**src/rtl/autocorr_sched.sv**
```systemverilog
// Sequencer for the AutoCorr period-detection engine: arms the engine, captures
// three period readings at the adc_clk rate, validates their spread and tracks lock.
module autocorr_sched #(
  parameter int unsigned RST_CYCLES      = 4,
  parameter int unsigned TIMEOUT_SAMPLES = 4096,
  parameter int unsigned TOL             = 4,
  parameter int unsigned MAX_RETRY       = 3,
  parameter int unsigned HOLD_LOSS       = 8
) (
  input  logic        clk,
  input  logic        rst,
  input  logic        start,
  input  logic        stop,
  input  logic        continuous,
  input  logic        adc_clk,
  input  logic        dc_valid,
  input  logic [15:0] ac_period,
  input  logic        ac_stable,
  output logic        ac_en,
  output logic [15:0] period_out,
  output logic        period_valid,
  output logic        locked,
  output logic        busy,
  output logic [1:0]  err_code
);

  localparam int unsigned PW    = 16;
  localparam int unsigned ARM_W = ($clog2(RST_CYCLES) > 0) ? $clog2(RST_CYCLES) : 1;
  localparam int unsigned TO_W  = ($clog2(TIMEOUT_SAMPLES) > 0) ? $clog2(TIMEOUT_SAMPLES) : 1;
  localparam int unsigned RT_W  = ($clog2(MAX_RETRY + 1) > 0) ? $clog2(MAX_RETRY + 1) : 1;
  localparam int unsigned LS_W  = ($clog2(HOLD_LOSS) > 0) ? $clog2(HOLD_LOSS) : 1;

  localparam logic [ARM_W-1:0] ARM_LAST = ARM_W'(RST_CYCLES - 1);
  localparam logic [TO_W-1:0]  TO_LAST  = TO_W'(TIMEOUT_SAMPLES - 1);
  localparam logic [RT_W-1:0]  RT_LAST  = RT_W'(MAX_RETRY - 1);
  localparam logic [LS_W-1:0]  LS_LAST  = LS_W'(HOLD_LOSS - 1);
  localparam logic [PW-1:0]    TOL_V    = PW'(TOL);

  localparam logic [1:0] ERR_NONE    = 2'b00;
  localparam logic [1:0] ERR_TIMEOUT = 2'b01;
  localparam logic [1:0] ERR_RETRY   = 2'b10;

  typedef enum logic [2:0] {
    S_IDLE,
    S_ARM,
    S_WAIT,
    S_SAMPLE,
    S_CHECK,
    S_REPORT,
    S_HOLD,
    S_ERROR
  } state_t;

  state_t            state_q;
  logic              adc_prev_q;
  logic [ARM_W-1:0]  arm_cnt_q;
  logic [TO_W-1:0]   to_cnt_q;
  logic [RT_W-1:0]   retry_q;
  logic [LS_W-1:0]   loss_q;
  logic [1:0]        slot_q;
  logic [PW-1:0]     cap_q [3];

  logic              ac_en_q;
  logic [PW-1:0]     period_out_q;
  logic              period_valid_q;
  logic              locked_q;
  logic              busy_q;
  logic [1:0]        err_code_q;

  logic              adc_fe;
  logic              dc_lost;
  logic [PW-1:0]     cap_hi;
  logic [PW-1:0]     cap_lo;
  logic [PW-1:0]     cap_med;
  logic [PW-1:0]     spread;
  logic [PW-1:0]     hold_diff;

  assign adc_fe  = adc_prev_q & ~adc_clk;
  assign dc_lost = ~dc_valid &
                   ((state_q == S_WAIT) || (state_q == S_SAMPLE) ||
                    (state_q == S_CHECK) || (state_q == S_HOLD));

  // Max, min and median of the three captures, plus drift from the locked period.
  always_comb begin
    logic ge_ab;
    logic ge_bc;
    logic ge_ac;
    ge_ab   = cap_q[0] >= cap_q[1];
    ge_bc   = cap_q[1] >= cap_q[2];
    ge_ac   = cap_q[0] >= cap_q[2];
    cap_hi  = ge_ab ? (ge_ac ? cap_q[0] : cap_q[2]) : (ge_bc ? cap_q[1] : cap_q[2]);
    cap_lo  = ge_ab ? (ge_bc ? cap_q[2] : cap_q[1]) : (ge_ac ? cap_q[2] : cap_q[0]);
    cap_med = cap_q[0];
    if (ge_ab) begin
      if (ge_bc)      cap_med = cap_q[1];
      else if (ge_ac) cap_med = cap_q[2];
      else            cap_med = cap_q[0];
    end else begin
      if (ge_ac)      cap_med = cap_q[0];
      else if (ge_bc) cap_med = cap_q[2];
      else            cap_med = cap_q[1];
    end
    spread    = cap_hi - cap_lo;
    hold_diff = (ac_period >= period_out_q) ? (ac_period - period_out_q)
                                            : (period_out_q - ac_period);
  end

  always_ff @(posedge clk) begin
    if (rst) begin
      state_q        <= S_IDLE;
      adc_prev_q     <= 1'b0;
      arm_cnt_q      <= '0;
      to_cnt_q       <= '0;
      retry_q        <= '0;
      loss_q         <= '0;
      slot_q         <= '0;
      for (int i = 0; i < 3; i++) cap_q[i] <= '0;
      ac_en_q        <= 1'b0;
      period_out_q   <= '0;
      period_valid_q <= 1'b0;
      locked_q       <= 1'b0;
      busy_q         <= 1'b0;
      err_code_q     <= ERR_NONE;
    end else begin
      adc_prev_q     <= adc_clk;
      period_valid_q <= 1'b0;
      if (stop) begin
        state_q  <= S_IDLE;
        ac_en_q  <= 1'b0;
        locked_q <= 1'b0;
        busy_q   <= 1'b0;
      end else if (dc_lost) begin
        // Upstream DC removal dropped out: hold the engine in reset and re-arm.
        state_q   <= S_ARM;
        ac_en_q   <= 1'b0;
        locked_q  <= 1'b0;
        arm_cnt_q <= '0;
        loss_q    <= '0;
        slot_q    <= '0;
        for (int i = 0; i < 3; i++) cap_q[i] <= '0;
      end else begin
        case (state_q)
          S_IDLE, S_ERROR: begin
            if (start) begin
              state_q    <= S_ARM;
              err_code_q <= ERR_NONE;
              retry_q    <= '0;
              arm_cnt_q  <= '0;
              locked_q   <= 1'b0;
              ac_en_q    <= 1'b0;
              busy_q     <= 1'b1;
            end
          end
          S_ARM: begin
            if (arm_cnt_q != ARM_LAST) begin
              arm_cnt_q <= arm_cnt_q + ARM_W'(1);
            end else if (dc_valid) begin
              state_q  <= S_WAIT;
              ac_en_q  <= 1'b1;
              to_cnt_q <= '0;
            end
          end
          S_WAIT: begin
            if (adc_fe) begin
              if (ac_stable) begin
                state_q <= S_SAMPLE;
                slot_q  <= '0;
              end else if (to_cnt_q == TO_LAST) begin
                state_q    <= S_ERROR;
                err_code_q <= ERR_TIMEOUT;
                ac_en_q    <= 1'b0;
                busy_q     <= 1'b0;
              end else begin
                to_cnt_q <= to_cnt_q + TO_W'(1);
              end
            end
          end
          S_SAMPLE: begin
            if (adc_fe) begin
              if (!ac_stable) begin
                state_q  <= S_WAIT;
                to_cnt_q <= '0;
                slot_q   <= '0;
                for (int i = 0; i < 3; i++) cap_q[i] <= '0;
              end else if (ac_period != '0) begin
                cap_q[slot_q] <= ac_period;
                if (slot_q == 2'd2) state_q <= S_CHECK;
                else                slot_q  <= slot_q + 2'd1;
              end
            end
          end
          S_CHECK: begin
            slot_q <= '0;
            for (int i = 0; i < 3; i++) cap_q[i] <= '0;
            if (spread <= TOL_V) begin
              state_q        <= S_REPORT;
              period_out_q   <= cap_med;
              period_valid_q <= 1'b1;
              locked_q       <= 1'b1;
              retry_q        <= '0;
            end else if (retry_q == RT_LAST) begin
              state_q    <= S_ERROR;
              err_code_q <= ERR_RETRY;
              ac_en_q    <= 1'b0;
              busy_q     <= 1'b0;
            end else begin
              state_q  <= S_WAIT;
              retry_q  <= retry_q + RT_W'(1);
              to_cnt_q <= '0;
            end
          end
          S_REPORT: begin
            if (continuous) begin
              state_q <= S_HOLD;
              loss_q  <= '0;
            end else begin
              state_q <= S_IDLE;
              ac_en_q <= 1'b0;
              busy_q  <= 1'b0;
            end
          end
          S_HOLD: begin
            // Track the locked period; relock on drift, re-acquire on sustained loss.
            if (adc_fe) begin
              if (ac_stable) begin
                if (hold_diff > TOL_V) begin
                  state_q   <= S_ARM;
                  locked_q  <= 1'b0;
                  ac_en_q   <= 1'b0;
                  arm_cnt_q <= '0;
                end else begin
                  loss_q <= '0;
                end
              end else if (loss_q == LS_LAST) begin
                state_q  <= S_WAIT;
                locked_q <= 1'b0;
                to_cnt_q <= '0;
                loss_q   <= '0;
              end else begin
                loss_q <= loss_q + LS_W'(1);
              end
            end
          end
          default: begin
            state_q <= S_IDLE;
            ac_en_q <= 1'b0;
            busy_q  <= 1'b0;
          end
        endcase
      end
    end
  end

  assign ac_en        = ac_en_q;
  assign period_out   = period_out_q;
  assign period_valid = period_valid_q;
  assign locked       = locked_q;
  assign busy         = busy_q;
  assign err_code     = err_code_q;

endmodule

```
**config.mk**
```make
export PLATFORM = sky130hd
export DESIGN_NAME = autocorr_sched
export DESIGN_NICKNAME = d
export VERILOG_FILES = /design/src/rtl/autocorr_sched.sv
export SDC_FILE = /design/constraint.sdc
export NUM_CORES = 1
export LEC_CHECK = 0
export CORE_ASPECT_RATIO = 1.5
export CORE_MARGIN = 1
export CORE_UTILIZATION = 57
export CTS_BUF_LIST = sky130_fd_sc_hd__clkbuf_2
export DETAILED_ROUTE_END_ITERATION = 7
export GPL_TIMING_DRIVEN = 0
export PLACE_DENSITY_LB_ADDON = 0.05
export SETUP_SLACK_MARGIN = 0.3
export SYNTH_ARGS = -nofsm -noshare
export SYNTH_HDL_FRONTEND = slang
export SYNTH_SLANG_ARGS = --single-unit
```
**constraint.sdc**
```tcl
create_clock -name clk -period 5.75 [get_ports clk]
set_clock_uncertainty 0.05 [all_clocks]
set_input_delay 1.4375 -clock clk [delete_from_list [all_inputs] [get_ports clk]]
set_output_delay 1.4375 -clock clk [all_outputs]
set_load 0.01 [all_outputs]
```
==> impl_results.md <==
- H-Tree Level Count: 3
- Synthesized area: 0.008682 mm^2
- # clock sinks: 95
- Required time reported for the critical path endpoint: 6220 ps
- Routed via count divided by cell count: 6.349
- Largest net degree at the start of global routing: 18
- Clock power frac: 0.158
- GRT Residual Overflow: 0
- Unrepaired setup endpoints after global routing: yes
- Total of warnings raised by yosys: 0
- Register-to-Register Setup Slack: -390 ps
- Crit path max fanout: 10
- Synth unique cells: 79
- Routed WL per cell: 19.86 um
- Count of nets after finishing: 1351
- Dpl ws: -1127 ps
- Portion of total power attributed to combinational logic: 0.501
- Layout cell share with drive strength beyond 1: 0.1808
- Max clock buf depth: 2
- Area of the die: 0.01574 mm^2
- Std-Cell Core Area: 0.01473 mm^2
- Number of port buffers: 44
- Startpoint kind of the worst setup timing path: register
- Number of routed nets with antenna violations: 0
- Final min period: 6137 ps
- Run status: finished, violations left
- Internal Power: 1.316 mW
- Clock tree from TritonCTS: built
- Final-report setup violation count: 26
- Share of the yosys chip area belonging to registers: 0.2744
- Count of state elements after synthesis: 95
- Antenna violations before repair: 1
- Critical Setup Path Class: register to register
- Number of nets produced by synthesis: 1220
- Capturing element type of the critical path: register
- Half-perimeter wire length after detailed placement: 20220 um
- Clock transition at the registers of the reported paths: 290 ps
- Slew at the pin closest to its max-slew limit: 914.9 ps
- Number of vias in the routed layout: 9048
- Number of global-route vias before repair: 8701
- Relative area change from synthesis to final layout: 23.56%
- Tot GR Track Use: 0.3613
- # placed instances: 1332
- Chip width: 102.8 um
- Violation count after the first detailed-route iteration: 565
- Num rows: 54
- Minimum setup slack in the final design: -386.6 ps
- Drt first pass iters: 8
- Post-Layout Cell Count: 1425
- Post-synth EDFFs: 48
- Share of total power consumed by net switching: 0.4102
- Inserted Clock Buffers: 9
- End-of-flow core utilization: 0.7283
- Number of top-level pins: 46
- Count of final hold-check violations: 0
- Clock insertion delay at the later pin of the skew report: 580 ps
- Wire length of the first global-routing pass: 43610 um
- Post-route DRC: 0
- Cell leakage power: 4.540 nW
- Largest voltage drop on the vdd net: 161.2 uV
- Max_slew headroom: 0.3815
- Proportion of register bits with asynchronous set or reset after synthesis: 0
- Hold Crit Class: register to register
- Portion of the clock cycle consumed by the worst path in the final layout: 1.067
- GP Congestion: 1.012
- Violated checks: negative setup slack
- Avg Synthesized Cell Area: 7.951 um^2
- DRT Wirelength: 28300 um
- Summed area of non-filler cells in the final layout: 0.01073 mm^2
- Effective utilization at floorplan: 0.5894
- Reg power frac: 0.341
- Master cell of the clock root buffer: sky130_fd_sc_hd__clkbuf_2
- Placement-stage cell area: 0.009418 mm^2
- Number of cells produced by synthesis: 1092
- Power per Cell Area: 208.0 mW/mm^2
- Data arrival, critical path: 6610 ps
- # hold bufs at CTS: 0
- Height of the chip: 153.2 um
- Power dissipated by switching net loads: 0.9155 mW
- Pins Over Slew Limit: 0
- Maximum achievable frequency: 163.0 MHz
- Post-synth top flop: sky130_fd_sc_hd__edfxtp_1
- Max-capacitance violation count: 0
## Yosys cell counts (18+ instances only)
| library cell | instances | area (um^2) |
|---|---|---|
| sky130_fd_sc_hd__a21oi_1 | 102 | 510.5 |
| sky130_fd_sc_hd__a22oi_1 | 18 | 135.1 |
| sky130_fd_sc_hd__and3_1 | 64 | 400.4 |
| sky130_fd_sc_hd__clkbuf_1 | 42 | 157.7 |
| sky130_fd_sc_hd__dfxtp_1 | 47 | 940.9 |
| sky130_fd_sc_hd__edfxtp_1 | 48 | 1441 |
| sky130_fd_sc_hd__ha_1 | 102 | 1276 |
| sky130_fd_sc_hd__inv_1 | 84 | 315.3 |
| sky130_fd_sc_hd__nand2_1 | 127 | 476.7 |
| sky130_fd_sc_hd__nand3_1 | 23 | 115.1 |
| sky130_fd_sc_hd__nor2_1 | 72 | 270.3 |
| sky130_fd_sc_hd__nor3_1 | 22 | 110.1 |
| sky130_fd_sc_hd__o21ai_0 | 48 | 240.2 |
| sky130_fd_sc_hd__o22ai_1 | 24 | 150.1 |
| sky130_fd_sc_hd__or3_1 | 23 | 143.9 |
## power groups by stage
stage | sequential [mW] | combinational (mW) | clock [mW]
after global placement | 0.778 | 0.810 | 0
after detailed placement | 0.779 | 0.823 | 0
final | 0.762 | 1.12 | 0.352
after floorplan | 0.768 | 0.619 | 0
after CTS | 0.762 | 0.966 | 0.349
after global routing | 0.764 | 1.22 | 0.370
## per-layer routing
metal / track usage / wire, um
met5: 0 / 0
met4: 0.2072 / 1523
met3: 0.09328 / 1800
met2: 0.6263 / 14380
met1: 0.3873 / 10590
## area by class of cell
class | instances | area, um^2
Antenna cell | 1 | 2.502
Buffer | 53 | 317.8
Clock buffer | 9 | 45.04
Clock inverter | 7 | 77.57
Fill cell | 1145 | 4001
Inverter | 85 | 319.1
Multi-Input combinational cell | 859 | 6290
Sequential cell | 95 | 2382
Tap cell | 196 | 245.2
Timing Repair Buffer | 120 | 1049
## flip-flops by register name, summed over array words and instances (netlist names)
name          flops
to_cnt_q         12
cap_q            48
retry_q           2
state_q           3
locked            1
slot_q            2
busy              1
loss_q            3
ac_en             1
err_code          2
adc_prev_q        1
period_out       16
period_valid      1
arm_cnt_q         2
## critical path, stage by stage (launching register included)
cell and delay [ps]:
sky130_fd_sc_hd__edfxtp_1 480, sky130_fd_sc_hd__inv_1 90, sky130_fd_sc_hd__ha_1 320, sky130_fd_sc_hd__a211oi_1 400, sky130_fd_sc_hd__o21a_2 280, sky130_fd_sc_hd__o311a_4 260, sky130_fd_sc_hd__nor2_4 50, sky130_fd_sc_hd__buf_4 140
sky130_fd_sc_hd__a21boi_4 220, sky130_fd_sc_hd__buf_8 200, sky130_fd_sc_hd__o221ai_1 130, sky130_fd_sc_hd__ha_2 200, sky130_fd_sc_hd__or4_4 580, sky130_fd_sc_hd__o211ai_1 290, sky130_fd_sc_hd__nand2b_1 150, sky130_fd_sc_hd__a211oi_4 290
sky130_fd_sc_hd__o221ai_2 160, sky130_fd_sc_hd__a2111oi_4 410, sky130_fd_sc_hd__o2111ai_2 190, sky130_fd_sc_hd__or3_4 430, sky130_fd_sc_hd__buf_6 160, sky130_fd_sc_hd__or3_4 410, sky130_fd_sc_hd__a21oi_2 150
## timing repair
item	in CTS	in global routing
gates cloned	1	0
gates resized for setup	90	47
pin swaps	49	28
setup buffers	35	40
endpoints found under the setup margin	44	44
## final timing paths
kind,start,end,cells past startpoint
hold / removal,loss_q[2],loss_q[2],2
setup reg to reg,cap_q[1][5],period_out[2],22
hold reg to reg,loss_q[2],loss_q[2],2
setup / recovery,cap_q[1][5],period_out[2],22
## cells in the final DEF (no fill, tap or decap), drive strengths merged, types with 7 or more instances in the layout
cell type        n
nand2          127
a21oi          103
ha             102
buf             92
inv             88
nor2            73
and3            64
o21ai           51
edfxtp          48
dfxtp           47
clkbuf          46
clkdlybuf4s50   42
o22ai           24
or3             24
nand3           23
nor3            23
a22oi           18
o221ai          17
nand3b          15
mux2i           15
nand2b          13
nand4           13
o31ai           13
a21o            12
a211oi          12
nor4            10
o21a             9
xor2             8
nor2b            7
## stage by stage
| step | hold slack (ps) | TNS [ps] | power (mW) |
|---|---|---|---|
| floorplan | 386.2 | 0 | 1.387 |
| global placement | 397.7 | -32620 | 1.589 |
| detailed placement | 404.9 | -34450 | 1.602 |
| CTS | 434.3 | -3157 | 2.077 |
| global route | 464.6 | -11560 | 2.356 |
| finish | 431.9 | -5724 | 2.232 |
## cells by family (layout without fill, tap and decap cells)
| family | after synthesis | in the layout | share of synthesized area |
|---|---|---|---|
| multiplexers | 19 | 19 | 0.02248 |
| buffers and inverters | 138 | 274 | 0.06254 |
| flip-flops | 95 | 95 | 0.2744 |
| adder cells (fa/ha/maj) | 105 | 105 | 0.1528 |
| AO/OA/AOI/OAI | 312 | 312 | 0.2368 |
| other | 0 | 1 | 0 |
| AND/OR/NAND/NOR | 410 | 410 | 0.2379 |
| XOR/XNOR | 13 | 13 | 0.01311 |
Note: power is estimated with default switching activity, not from simulation.
